--- config.mk ---
export PLATFORM = sky130hd
export DESIGN_NAME = temp_sample_scheduler
export DESIGN_NICKNAME = d
export VERILOG_FILES = /design/src/rtl/temp_sample_scheduler.sv
export SDC_FILE = /design/constraint.sdc
export NUM_CORES = 1
export LEC_CHECK = 0
export CAP_MARGIN = 40
export CORE_AREA = 2 2 107 109
export DETAILED_ROUTE_END_ITERATION = 10
export DIE_AREA = 0 0 109 111
export GPL_TIMING_DRIVEN = 1
export PLACE_DENSITY = 0.83
export RECOVER_POWER = 50
export SETUP_SLACK_MARGIN = 0.05
export SYNTH_ARGS = -nofsm -noshare
export SYNTH_HDL_FRONTEND = slang
export SYNTH_SLANG_ARGS = --single-unit
--- constraint.sdc ---
create_clock -name sys_clk -period 7.6 [get_ports sys_clk]
set_input_delay 1.14 -clock sys_clk [delete_from_list [all_inputs] [get_ports sys_clk]]
set_output_delay 1.14 -clock sys_clk [all_outputs]
set_load 0.005 [all_outputs]
--- src/rtl/temp_sample_scheduler.sv ---
// temp_sample_scheduler
//   Sequences a DS18B20 conversion/read engine. It issues periodic start
//   requests and supervises each transaction with a timeout and bounded
//   retries. Sign/magnitude readings are converted to two's complement and
//   averaged over 2^AVG_LOG2 samples. The averages drive hysteretic high and
//   low alarms.
//
// Ports
//   sys_clk, sys_rst_n   clock, asynchronous active-low reset
//   enable               run; low returns to IDLE and drops the partial window
//   clear_err            pulse; leaves ERROR and clears err_flag
//   start_req            one-cycle engine start pulse
//   eng_busy/done/fail   engine handshake (done/fail are one-cycle pulses)
//   temp_mag/temp_neg    sign/magnitude reading, 0.01 degC
//   hi_thresh/lo_thresh  signed alarm thresholds, 0.01 degC
//   temp_avg/avg_valid   signed average and its update pulse
//   alarm_hi/alarm_lo    hysteretic alarms
//   err_flag             sticky error (retries exhausted)
module temp_sample_scheduler #(
  parameter int CLKS_PER_MS = 50000,
  parameter int PERIOD_MS   = 1000,
  parameter int TIMEOUT_MS  = 1000,
  parameter int MAX_RETRY   = 3,
  parameter int AVG_LOG2    = 2,
  parameter int HYST        = 100
) (
  input  logic        sys_clk,
  input  logic        sys_rst_n,
  input  logic        enable,
  input  logic        clear_err,
  output logic        start_req,
  input  logic        eng_busy,
  input  logic        eng_done,
  input  logic        eng_fail,
  input  logic [13:0] temp_mag,
  input  logic        temp_neg,
  input  logic [14:0] hi_thresh,
  input  logic [14:0] lo_thresh,
  output logic [14:0] temp_avg,
  output logic        avg_valid,
  output logic        alarm_hi,
  output logic        alarm_lo,
  output logic        err_flag
);

  localparam int PW    = (CLKS_PER_MS > 1) ? $clog2(CLKS_PER_MS) : 1;
  localparam int MSMAX = (PERIOD_MS > TIMEOUT_MS) ? PERIOD_MS : TIMEOUT_MS;
  localparam int MW    = (MSMAX > 1) ? $clog2(MSMAX + 1) : 1;
  localparam int RW    = (MAX_RETRY > 0) ? $clog2(MAX_RETRY + 1) : 1;
  localparam int AW    = 15 + AVG_LOG2;
  localparam int NW    = AVG_LOG2 + 1;

  typedef enum logic [2:0] {
    IDLE, START, WAIT_DONE, ACCUM, OUTPUT, WAIT_PERIOD, ERROR
  } state_t;

  state_t                state;
  logic [PW-1:0]         pre;
  logic [MW-1:0]         ms_cnt;
  logic [RW-1:0]         retry_cnt;
  logic [NW-1:0]         n;
  logic signed [AW-1:0]  acc;
  logic signed [14:0]    value;

  logic                  tick;
  logic                  timeout;
  logic                  period_end;
  logic                  win_full;
  logic signed [14:0]    mag_s;
  logic signed [14:0]    rd_val;
  logic signed [AW-1:0]  acc_sum;
  logic signed [AW-1:0]  acc_shr;
  logic signed [14:0]    avg_new;
  logic signed [15:0]    avg_w;
  logic signed [15:0]    hi_w;
  logic signed [15:0]    lo_w;
  logic signed [15:0]    hi_clr;
  logic signed [15:0]    lo_clr;

  assign tick       = (pre == PW'(CLKS_PER_MS - 1));
  assign timeout    = tick && (ms_cnt == MW'(TIMEOUT_MS - 1));
  assign period_end = tick && (ms_cnt == MW'(PERIOD_MS - 1));
  // n still holds the pre-increment count while in ACCUM
  assign win_full   = (n == NW'((1 << AVG_LOG2) - 1));

  assign mag_s   = $signed({1'b0, temp_mag});
  assign rd_val  = temp_neg ? -mag_s : mag_s;

  // Average and alarm decisions are formed from the post-accumulate sum so the
  // registered results are already visible during the OUTPUT cycle.
  assign acc_sum = acc + AW'(value);
  assign acc_shr = acc_sum >>> AVG_LOG2;
  assign avg_new = acc_shr[14:0];
  assign avg_w   = 16'(avg_new);
  assign hi_w    = 16'($signed(hi_thresh));
  assign lo_w    = 16'($signed(lo_thresh));
  assign hi_clr  = hi_w - 16'(HYST);
  assign lo_clr  = lo_w + 16'(HYST);

  // Single FSM process. Every state change clears the ms prescaler and the
  // ms counter, so a wait of N ms is exactly N*CLKS_PER_MS cycles.
  always_ff @(posedge sys_clk or negedge sys_rst_n) begin
    if (!sys_rst_n) begin
      state     <= IDLE;
      pre       <= '0;
      ms_cnt    <= '0;
      retry_cnt <= '0;
      n         <= '0;
      acc       <= '0;
      value     <= '0;
      start_req <= 1'b0;
      avg_valid <= 1'b0;
      temp_avg  <= '0;
      alarm_hi  <= 1'b0;
      alarm_lo  <= 1'b0;
      err_flag  <= 1'b0;
    end else begin
      start_req <= 1'b0;
      avg_valid <= 1'b0;
      if (tick) begin
        pre    <= '0;
        ms_cnt <= ms_cnt + 1'b1;
      end else begin
        pre <= pre + 1'b1;
      end

      if (!enable) begin
        // Outputs (temp_avg, alarms, err_flag) deliberately hold.
        state     <= IDLE;
        acc       <= '0;
        n         <= '0;
        retry_cnt <= '0;
        pre       <= '0;
        ms_cnt    <= '0;
      end else begin
        if (clear_err && state != ERROR) err_flag <= 1'b0;
        case (state)
          IDLE: begin
            state  <= START;
            pre    <= '0;
            ms_cnt <= '0;
          end
          START: begin
            if (!eng_busy) begin
              start_req <= 1'b1;
              state     <= WAIT_DONE;
              pre       <= '0;
              ms_cnt    <= '0;
            end
          end
          WAIT_DONE: begin
            // A fail wins over a simultaneous done; done wins over timeout.
            if (eng_fail || (!eng_done && timeout)) begin
              pre    <= '0;
              ms_cnt <= '0;
              if (retry_cnt < RW'(MAX_RETRY)) begin
                retry_cnt <= retry_cnt + 1'b1;
                state     <= START;
              end else begin
                err_flag <= 1'b1;
                state    <= ERROR;
              end
            end else if (eng_done) begin
              value  <= rd_val;
              state  <= ACCUM;
              pre    <= '0;
              ms_cnt <= '0;
            end
          end
          ACCUM: begin
            acc       <= acc_sum;
            n         <= n + 1'b1;
            retry_cnt <= '0;
            pre       <= '0;
            ms_cnt    <= '0;
            if (win_full) begin
              temp_avg  <= avg_new;
              avg_valid <= 1'b1;
              if (avg_w > hi_w)        alarm_hi <= 1'b1;
              else if (avg_w < hi_clr) alarm_hi <= 1'b0;
              if (avg_w < lo_w)        alarm_lo <= 1'b1;
              else if (avg_w > lo_clr) alarm_lo <= 1'b0;
              state <= OUTPUT;
            end else begin
              state <= WAIT_PERIOD;
            end
          end
          OUTPUT: begin
            acc    <= '0;
            n      <= '0;
            state  <= WAIT_PERIOD;
            pre    <= '0;
            ms_cnt <= '0;
          end
          WAIT_PERIOD: begin
            if (period_end) begin
              state  <= START;
              pre    <= '0;
              ms_cnt <= '0;
            end
          end
          ERROR: begin
            err_flag <= 1'b1;
            if (clear_err) begin
              err_flag  <= 1'b0;
              retry_cnt <= '0;
              acc       <= '0;
              n         <= '0;
              state     <= START;
              pre       <= '0;
              ms_cnt    <= '0;
            end
          end
          default: begin
            state  <= IDLE;
            pre    <= '0;
            ms_cnt <= '0;
          end
        endcase
      end
    end
  end

endmodule
* Yosys cells after proc, flatten, opt, wreduce, memory -nomap -nowiden
Cells that the tools add are included.
** Word-level totals
- Logic and storage cells :: 112
- Bits in registers :: 86
- Input port bits :: 52
- Output and inout port bits :: 20
** Cells by class
- $lt $le $gt $ge :: 5
- Multiplexer cells :: 52
- Reductions and logical operators :: 15
- Equal/unequal tests :: 18
- Add/subtract/negate cells :: 8
- Bitwise logic cells :: 1
** Operators with widths (count)
- 16-bit 2-to-1 mux :: 7
- 10-bit 2-to-1 mux :: 7
- 16-bit case mux with 4 select lines :: 1
- 17-bit case mux with 3 select lines :: 1
- 10-bit case mux with 4 select lines :: 1
- 17-bit 2-to-1 mux :: 2
- 3-bit 2-to-1 mux :: 9
- 3-bit case mux with 7 select lines :: 1
- 4-bit AND reduction :: 5
- 3-bit != test (second input constant) :: 6
- 17-bit by 15-bit adder with 17-bit output :: 1
- 15-bit by 8-bit adder with 16-bit output (second input constant) :: 1
- 16-bit by 1-bit adder with 16-bit output (second input constant) :: 1
- 16-bit equality test (second input constant) :: 1
- 15-bit by 16-bit > comparator with 1-bit output :: 1
- 15-bit by 16-bit less-than comparator with 1-bit output :: 1
- 15-bit by 8-bit subtractor with 16-bit output (second input constant) :: 1
- 15-bit > comparator :: 1
- 15-bit less-than comparator :: 1
- 1-bit 2-to-1 mux :: 15
- 15-bit 2-to-1 mux :: 1
- 14-bit negator with 15-bit output :: 1
- 10-bit by 1-bit adder with 10-bit output (second input constant) :: 1
- 10-bit equality test (second input constant) :: 1
- other kinds (20) :: 31

* Depth between registers and ports, before layout
Gate-level depths: netlist of the first run.
- Depth in word-level cells :: 7
- Depth in mapped cells :: 16
- Gate-level depth less buffers :: 16

* Worst setup path after synthesis of the first run
Ideal clock, no wire load.
- Path kind :: register to register
- Start :: reg value[6]
- End :: reg alarm_lo
- Clock period less this slack :: 3.802 ns
- Arrival :: 3.716 ns
- Path slack :: 3.798 ns
- Data required time :: 7.514 ns
- Library setup time :: 0.086 ns
- Buffers on the path :: 0
- Stages on the path, launching flop included :: 16
- Cell sequence :: dfrtp_1 ha_1 a21o_1 a22o_1 or2_1 a221o_1 a21o_1 a21oi_1 xnor2_1 ha_1 a21o_1 maj3_1 a21oi_1 nand2_1 o31a_1 o221ai_2
** On the way
- Longest elaborated chain between the ends :: 4
- Elaborated cells on any way between the ends :: 6
- Those cells by class :: add/sub (1); order compare (2); mux (1); reduce/logical (2)
** RTL lines
- start: declaration :: line 63 : logic signed [14:0] value;
- start signal: assignment :: line 164 : value <= rd_val;
- 17-bit by 15-bit adder with 17-bit output (*) :: line 91 : assign acc_sum = acc + AW'(value);
- via acc_sum[15] :: line 71 : logic signed [AW-1:0] acc_sum;
- 15-bit by 16-bit > comparator with 1-bit output / 15-bit less-than comparator (equally long branches) :: line 182, 181
- 2-bit nonzero test (no source line)
- 4-bit AND reduction (no source line)
- end signal: assignment :: line 115 : alarm_lo <= 1'b0;
- end signal: assignment :: line 181 : if (avg_w < lo_w) alarm_lo <= 1'b1;
- end signal: assignment :: line 182 : else if (avg_w > lo_clr) alarm_lo <= 1'b0;
- end: declaration :: line 42 : output logic alarm_lo,
The timed path passes the listed nets; every way through them passes the cells marked *.
A chain may end at the register's enable or synchronous reset.

==> results.sh, run 1 <==
export IMPL_die_h_um=111
export IMPL_num_antenna_cells=0
export IMPL_fp_row_count=39
export IMPL_max_cap_viol_count=2
export IMPL_grt_max_degree=59
export IMPL_cts_repair_resized=0
export IMPL_fp_dieArea_sq_um=12100
export IMPL_clock_transition_at_the_register_clock_pins_on_the_worst_setup_and_hold_paths_after_cts_ns=0.06
export IMPL_vdd_ir_drop_max_uv=113
export IMPL_cts_root_buffer_cell="clkbuf_16"
export IMPL_final_setup_skew_ns=0.00961
export IMPL_final_routed_wirelength_mm=15.3
export IMPL_synth_ff_latch_count=86
export IMPL_r2r_start="value[0]$_DFFE_PN0P_"
export IMPL_period_share=0.627
export IMPL_rrSetupSlack_ns=3.34
export IMPL_instances_no_fill=921
export IMPL_worstSetupPathDepth=2
export IMPL_worst_slew_pin_slew_ns=3.03
export IMPL_critPathCaptureType="asynchronous set/reset pin"
export IMPL_yosys_top_cells_area="dfrtp_1, ha_1, xnor2_1"
export IMPL_dieWidth_um=109
export IMPL_area_delta_synth_final_pct=17.4
export IMPL_final_setup_worst_slack_ns=2.84
export IMPL_placement_io_buffers=71
export IMPL_critical_path_top_delay_family="buffers and inverters"
export IMPL_grt_pass1_vias=5655
export IMPL_power_per_cell_area_nw_per_um2=218
export IMPL_detailedRoute_firstIterationViolations=372
export IMPL_finalSetupViolations=0
export IMPL_violations_in_the_final_reports="max-capacitance violations, max-slew violations"
export IMPL_min_period_ns=4.76
export IMPL_detailedPlace_worstSlack_ns=3.37
export IMPL_timing_critical_path_from="sys_rst_n"
export IMPL_critical_path_max_stage_delay_ns=2.22
export IMPL_synthArstFlopShare=1.00
export IMPL_groute_usage_overall=0.261
export IMPL_netlist_area_sq_um=6470
export IMPL_syn_instance_count=704
export IMPL_syn_nets=825
export IMPL_clkLatencyLatePin_ns=0.35
export IMPL_initial_antenna_violation_count=0
export IMPL_drive_above_1_share=0.0707
export IMPL_first_pass_grt_wire_length_mm=25.4
export IMPL_cells_traversed_along_the_worst_timing_path="clkbuf_1 > clkbuf_1"
export IMPL_utilization=0.686
export IMPL_fin_nets=894
export IMPL_cp_buffers_inverters=2
export IMPL_fmax_mhz=210
export IMPL_capturing_element_of_the_worst_setup_path="pre[8]$_DFF_PN0_"
export IMPL_clock_sinks=86
export IMPL_clock_path_buffers=2
export IMPL_top_level_ports=72
export IMPL_cp_max_fo=58
export IMPL_tritoncts="yes"
export IMPL_setup_worst_path_start_class="primary input"
export IMPL_postCtsSetupRepairBufs=0
export IMPL_worst_ep_required_time_ns=7.39
export IMPL_worst_r2r_path_depth=14
export IMPL_final_antenna_net_count=0
export IMPL_place_inst=905
export IMPL_synthesis_area_per_instance_sq_um=9.19
export IMPL_floorplan_core_area_sq_um=11100
export IMPL_synth_cell_types=74
export IMPL_grt_ovfl_total=0
export IMPL_drc=0
export IMPL_cts_hold_repair_buffers=0
export IMPL_initial_utilization=0.584
export IMPL_report_final_hold_viol_count=0
export IMPL_worst_ep_arrival_time_ns=4.55
export IMPL_run_status="complete, but fails checks"
export IMPL_h_tree_depth=3
export IMPL_postSynth_topFlopCell="dfrtp_1"
export IMPL_seq_area_frac_synth=0.333
export IMPL_crit_reg2reg_capture="alarm_lo$_DFFE_PN0P_"
export IMPL_static_leakage_power_uw=0.00354
export IMPL_critical_path_top_cell_by_count="clkbuf_1"
export IMPL_routed_wire_length_per_instance_um=16.6
export IMPL_synth_largest_area_cell="dfrtp_1"
export IMPL_numCtsBuffers=9
export IMPL_edff_count_synth=0
export IMPL_place_detailed_hpwl_mm=11.6
export IMPL_maxSlewViolCount=89
export IMPL_detailroute_via_count=5496
export IMPL_synthesis_yosys_warnings=0
export IMPL_critPathKind="primary input to asynchronous set/reset pin"
export IMPL_max_slew_margin_rel=-1.02
export IMPL_post_synth_top_area_fraction=0.333
export IMPL_fin_tns_setup_ns=0
export IMPL_detail_route_vias_per_cell=5.97
export IMPL_place_gp_congestion=0.899
export IMPL_drt_pass1_iter_count=5
export IMPL_timing_critical_path_slowest_stage_cell="clkbuf_1"
export IMPL_timing_hold_worst_class="register to register"
export IMPL_setup_repair_after_global_routing_missed_its_margin="false"
-- cell families (layout without fill, tap and decap cells) --
kind of cell / after synthesis / count (layout) / synth area share
xor+xnor: 76 / 76 / 0.113
mux: 16 / 16 / 0.0271
fa+ha+maj: 72 / 72 / 0.139
buf+inv: 63 / 137 / 0.0398
simple gates: 231 / 231 / 0.173
flops: 86 / 86 / 0.333
compound gates: 160 / 160 / 0.175
-- worst min path at each step --
stage | from | endpoint | cells after the start
floorplan | pre[0]$_DFF_PN0_ | pre[0]$_DFF_PN0_ | 1
global placement | pre[0]$_DFF_PN0_ | pre[0]$_DFF_PN0_ | 1
detailed placement | pre[0]$_DFF_PN0_ | pre[0]$_DFF_PN0_ | 1
CTS | pre[0]$_DFF_PN0_ | pre[0]$_DFF_PN0_ | 1
global route | pre[0]$_DFF_PN0_ | pre[0]$_DFF_PN0_ | 1
finish | pre[0]$_DFF_PN0_ | pre[0]$_DFF_PN0_ | 1
-- state kept, by name, summed over array words and instances (netlist names) --
name,flops
acc,17
pre,16
temp_avg,15
value,15
ms_cnt,10
n,3
state,3
retry_cnt,2
alarm_hi,1
alarm_lo,1
avg_valid,1
err_flag,1
start_req,1
-- cell type report --
| type | count | area [sq um] |
|---|---|---|
| tap | 143 | 179 |
| fill | 837 | 3480 |
| clock buffer | 9 | 225 |
| sequential | 86 | 2150 |
| clock inverter | 7 | 57.6 |
| timing repair buffer | 75 | 738 |
| inverter | 46 | 178 |
| multi-input combinational | 555 | 4070 |
-- through the flow --
stage | hold WS [ns] | power [uW] | area (sq um)
final | 0.474 | 1660 | 7600
after detailed placement | 0.453 | 1230 | 7340
after global placement | 0.439 | 1190 | 7300
after floorplan | 0.425 | 1030 | 6470
after global routing | 0.500 | 1770 | 7600
after CTS | 0.461 | 1660 | 7620
-- synth_stat cells, types with 2 or more instances --
| master | number |
|---|---|
| o22ai_1 | 2 |
| nor3_1 | 9 |
| maj3_1 | 2 |
| o21ai_1 | 2 |
| o41ai_1 | 2 |
| a21oi_1 | 29 |
| or2_2 | 2 |
| a211oi_1 | 3 |
| o21bai_1 | 4 |
| buf_6 | 2 |
| a21o_1 | 12 |
| o21ai_0 | 42 |
| and4_1 | 2 |
| or3_1 | 7 |
| and3b_1 | 2 |
| a21oi_2 | 2 |
| xnor2_1 | 44 |
| mux2_2 | 12 |
| ha_1 | 68 |
| o31ai_1 | 9 |
| and3_1 | 10 |
| a221o_1 | 3 |
| nand3_1 | 27 |
| nor2_1 | 61 |
| or4_1 | 6 |
| clkbuf_1 | 13 |
| xnor3_1 | 3 |
| inv_1 | 45 |
| nand2_1 | 66 |
| a221oi_1 | 3 |
| o221ai_2 | 2 |
| xor2_1 | 27 |
| nor4_1 | 7 |
| mux2i_1 | 4 |
| nor2b_1 | 9 |
| o21a_1 | 8 |
| a22o_1 | 16 |
| nand2b_1 | 5 |
| a31oi_1 | 4 |
| nand4_1 | 9 |
| dfrtp_1 | 86 |
-- power breakdown --
part | total [uW] | internal, uW | switching [uW] | leakage (uW)
combinational | 692 | 290 | 402 | 0.00223
clock | 422 | 226 | 196 | 0.000134
sequential | 542 | 499 | 43.1 | 0.00118
total | 1660 | 1010 | 642 | 0.00354
-- layer usage --
layer / GRT usage / vias to the layer above / wire (um)
met5: 0 / - / 0
met4: 0.107 / 0 / 429
met3: 0.0429 / 38 / 795
met2: 0.437 / 158 / 7370
met1: 0.333 / 2625 / 6660
li1: - / 2675 / -
-- layout by cell type (no fill, tap or decap), types with 10 or more instances in the layout --
master / count
ha_1: 68
nand2_1: 66
clkdlybuf4s50_1: 60
o21ai_0: 42
and3_1: 10
a21oi_1: 29
inv_1: 45
mux2_2: 12
nand3_1: 27
a22o_1: 16
a21o_1: 12
dlygate4sd3_1: 10
dfrtp_1: 86
nor2_1: 61
xnor2_1: 44
xor2_1: 27
(Power assumes the default switching activity.)
==> run 2, diff against run 1 <==
--- a/config.mk
+++ b/config.mk
@@ -6,11 +6,11 @@
 export NUM_CORES = 1
 export LEC_CHECK = 0
 export CAP_MARGIN = 40
-export CORE_AREA = 2 2 107 109
+export CORE_AREA = 2 2 109 111
 export DETAILED_ROUTE_END_ITERATION = 10
-export DIE_AREA = 0 0 109 111
+export DIE_AREA = 0 0 111 113
 export GPL_TIMING_DRIVEN = 1
-export PLACE_DENSITY = 0.83
+export PLACE_DENSITY = 0.81
 export RECOVER_POWER = 50
 export SETUP_SLACK_MARGIN = 0.05
 export SYNTH_ARGS = -nofsm -noshare
==> constraint.sdc (replaced) <==
create_clock -name sys_clk -period 4.9 [get_ports sys_clk]
set_input_delay 0.735 -clock sys_clk [delete_from_list [all_inputs] [get_ports sys_clk]]
set_output_delay 0.735 -clock sys_clk [all_outputs]
set_load 0.005 [all_outputs]
==> run 2 against run 1 <==
The run now ends clean. Clock-buffer cell count up 1. Flip-flop and latch count unchanged. Power up 56%. Worst hold slack worse by 0.023 ns. Non-clock buffer count unchanged. Worst setup slack worse by 2.3 ns. First-iteration DRC count up 5.1%. Clock power up 58%.
==> results.sh, run 2 (synthesized netlist as in run 1, its figures left out) <==
export IMPL_run_status="finished, final reports clean"
export IMPL_static_leakage_power_uw=0.00354
export IMPL_detailroute_via_count=5448
export IMPL_h_tree_depth=3
export IMPL_first_pass_grt_wire_length_mm=26.0
export IMPL_grt_ovfl_total=0
export IMPL_instances_no_fill=921
export IMPL_critical_path_top_cell_by_count="a21oi_1"
export IMPL_largest_register="acc"
export IMPL_place_gp_congestion=0.910
export IMPL_maxSlewViolCount=0
export IMPL_worst_slew_pin_slew_ns=1.34
export IMPL_initial_utilization=0.574
export IMPL_finalSetupViolations=0
export IMPL_power_per_cell_area_nw_per_um2=339
export IMPL_r2r_start="value[0]$_DFFE_PN0P_"
export IMPL_die_h_um=113
export IMPL_vdd_ir_drop_max_uv=187
export IMPL_dieWidth_um=111
export IMPL_cp_max_fo=6
export IMPL_period_share=0.890
export IMPL_timing_critical_path_slowest_stage_cell="fa_1"
export IMPL_layout_cells_most_common_list="dfrtp_1, ha_1, nand2_1, clkdlybuf4s50_1, nor2_1"
export IMPL_initial_antenna_violation_count=0
export IMPL_top_level_ports=72
export IMPL_grt_max_degree=66
export IMPL_largest_register_ff_count=17
export IMPL_place_detailed_hpwl_mm=11.9
export IMPL_rrSetupSlack_ns=0.54
export IMPL_drt_pass1_iter_count=5
export IMPL_groute_usage_overall=0.255
export IMPL_postCtsSetupRepairBufs=0
export IMPL_critPathCaptureType="register"
export IMPL_max_cap_viol_count=0
export IMPL_final_routed_wirelength_mm=15.5
export IMPL_floorplan_core_area_sq_um=11300
export IMPL_fin_tns_setup_ns=0
export IMPL_detail_route_vias_per_cell=5.92
export IMPL_critPathKind="register to register"
export IMPL_min_period_ns=4.36
export IMPL_area_delta_synth_final_pct=17.7
export IMPL_setup_worst_path_start_class="register"
export IMPL_cts_repair_resized=0
export IMPL_final_antenna_net_count=0
export IMPL_number_of_cells_traversed_by_the_worst_hold_path=1
export IMPL_grt_pass1_vias=5572
export IMPL_setup_repair_after_global_routing_missed_its_margin="false"
export IMPL_num_antenna_cells=0
export IMPL_drive_above_1_share=0.0707
export IMPL_final_setup_skew_ns=0.00922
export IMPL_nFillCells=868
export IMPL_fp_row_count=39
export IMPL_clock_transition_at_the_register_clock_pins_on_the_worst_setup_and_hold_paths_after_cts_ns=0.07
export IMPL_drc=0
export IMPL_place_inst=905
export IMPL_crit_reg2reg_capture="alarm_hi$_DFFE_PN0P_"
export IMPL_worst_hold_endpoint="pre[0]$_DFF_PN0_"
export IMPL_cts_hold_repair_buffers=0
export IMPL_worst_ep_required_time_ns=5.14
export IMPL_power_total_uw=2590
export IMPL_layout_cells_most_common="dfrtp_1"
export IMPL_timing_hold_worst_class="register to register"
export IMPL_report_final_hold_viol_count=0
export IMPL_placement_io_buffers=71
export IMPL_routed_wire_length_per_instance_um=16.8
export IMPL_worst_r2r_path_depth=16
export IMPL_clock_sinks=86
export IMPL_hold_path_startpoint="pre[0]$_DFF_PN0_"
export IMPL_cts_root_buffer_cell="clkbuf_16"
export IMPL_fin_nets=894
export IMPL_critical_path_max_stage_delay_ns=0.43
export IMPL_worst_ep_arrival_time_ns=4.60
export IMPL_fmax_mhz=229
export IMPL_tritoncts="yes"
export IMPL_registers_with_the_most_flip_flops="acc: 17 flops, pre: 16 flops"
export IMPL_numCtsBuffers=9
export IMPL_clkLatencyLatePin_ns=0.35
export IMPL_fp_dieArea_sq_um=12500
export IMPL_max_slew_margin_rel=0.105
export IMPL_clock_path_buffers=2
export IMPL_detailedRoute_firstIterationViolations=391
export IMPL_cells_traversed_along_the_worst_timing_path="ha_1 > fa_1 > a21o_1 > a221oi_2 > nor2_1 > a31oi_2 > o21bai_1 > a21oi_1 > xnor2_1 > ha_1 > a21oi_1 > o22ai_1 > or4_1 > a21oi_1 > o21ai_0 > a32o_1"
-- run 2: where the power goes --
group | internal, uW | switching (uW) | leakage, uW
combinational | 449 | 627 | 0.00222
clock | 365 | 302 | 0.000138
sequential | 774 | 67.3 | 0.00118
total | 1590 | 997 | 0.00354
-- run 2: layout make-up --
class                           instances  area, sq um  area share
Clock buffer                           10          239      0.0314
Sequential cell                        86         2150       0.282
Timing Repair Buffer                   75          751      0.0985
Multi-Input combinational cell        555         4070       0.534
Inverter                               46          178      0.0233
Tap cell                              143          179      0.0235
Clock inverter                          6         52.6     0.00690
-- run 2: critical path, delay by kind of cell, from the launching register on --
family | cells | cell delay [ns]
and+or+nand+nor | 2 | 0.55
xor gates and xnor gates | 1 | 0.32
AOI/OAI and AO/OA | 10 | 1.97
adders and majority gates | 3 | 1.05
DFF | 1 | 0.39
-- run 2: how the worst max path moves through the flow --
stage                               from                   end  slack (ns)  cells after the start
finish              value[0]$_DFFE_PN0P_  alarm_hi$_DFFE_PN0P_        0.54                     16
CTS                 value[0]$_DFFE_PN0P_  alarm_hi$_DFFE_PN0P_        0.59                     16
floorplan           value[6]$_DFFE_PN0P_  alarm_lo$_DFFE_PN0P_        1.10                     15
global placement    value[0]$_DFFE_PN0P_  alarm_hi$_DFFE_PN0P_        0.82                     16
global route        value[0]$_DFFE_PN0P_  alarm_hi$_DFFE_PN0P_        0.34                     16
detailed placement  value[0]$_DFFE_PN0P_  alarm_hi$_DFFE_PN0P_        0.67                     16
-- run 2: per-stage QoR --
| step | setup WS (ns) | hold WS [ns] | util | cell area (sq um) |
|---|---|---|---|---|
| after global placement | 0.822 | 0.440 | 0.648 | 7310 |
| after floorplan | 1.10 | 0.425 | - | 6470 |
| after detailed placement | 0.667 | 0.446 | 0.651 | 7330 |
| after CTS | 0.593 | 0.294 | 0.677 | 7630 |
| after global routing | 0.340 | 0.469 | 0.676 | 7620 |
| final | 0.537 | 0.451 | 0.676 | 7620 |
-- run 2: per-layer routing --
layer  GRT usage  up-vias  wire (um)
met4       0.118        0        368
met5           0        -          0
met3      0.0295       27        605
li1            -     2662          -
met1       0.324     2606       6920
met2       0.439      153       7630
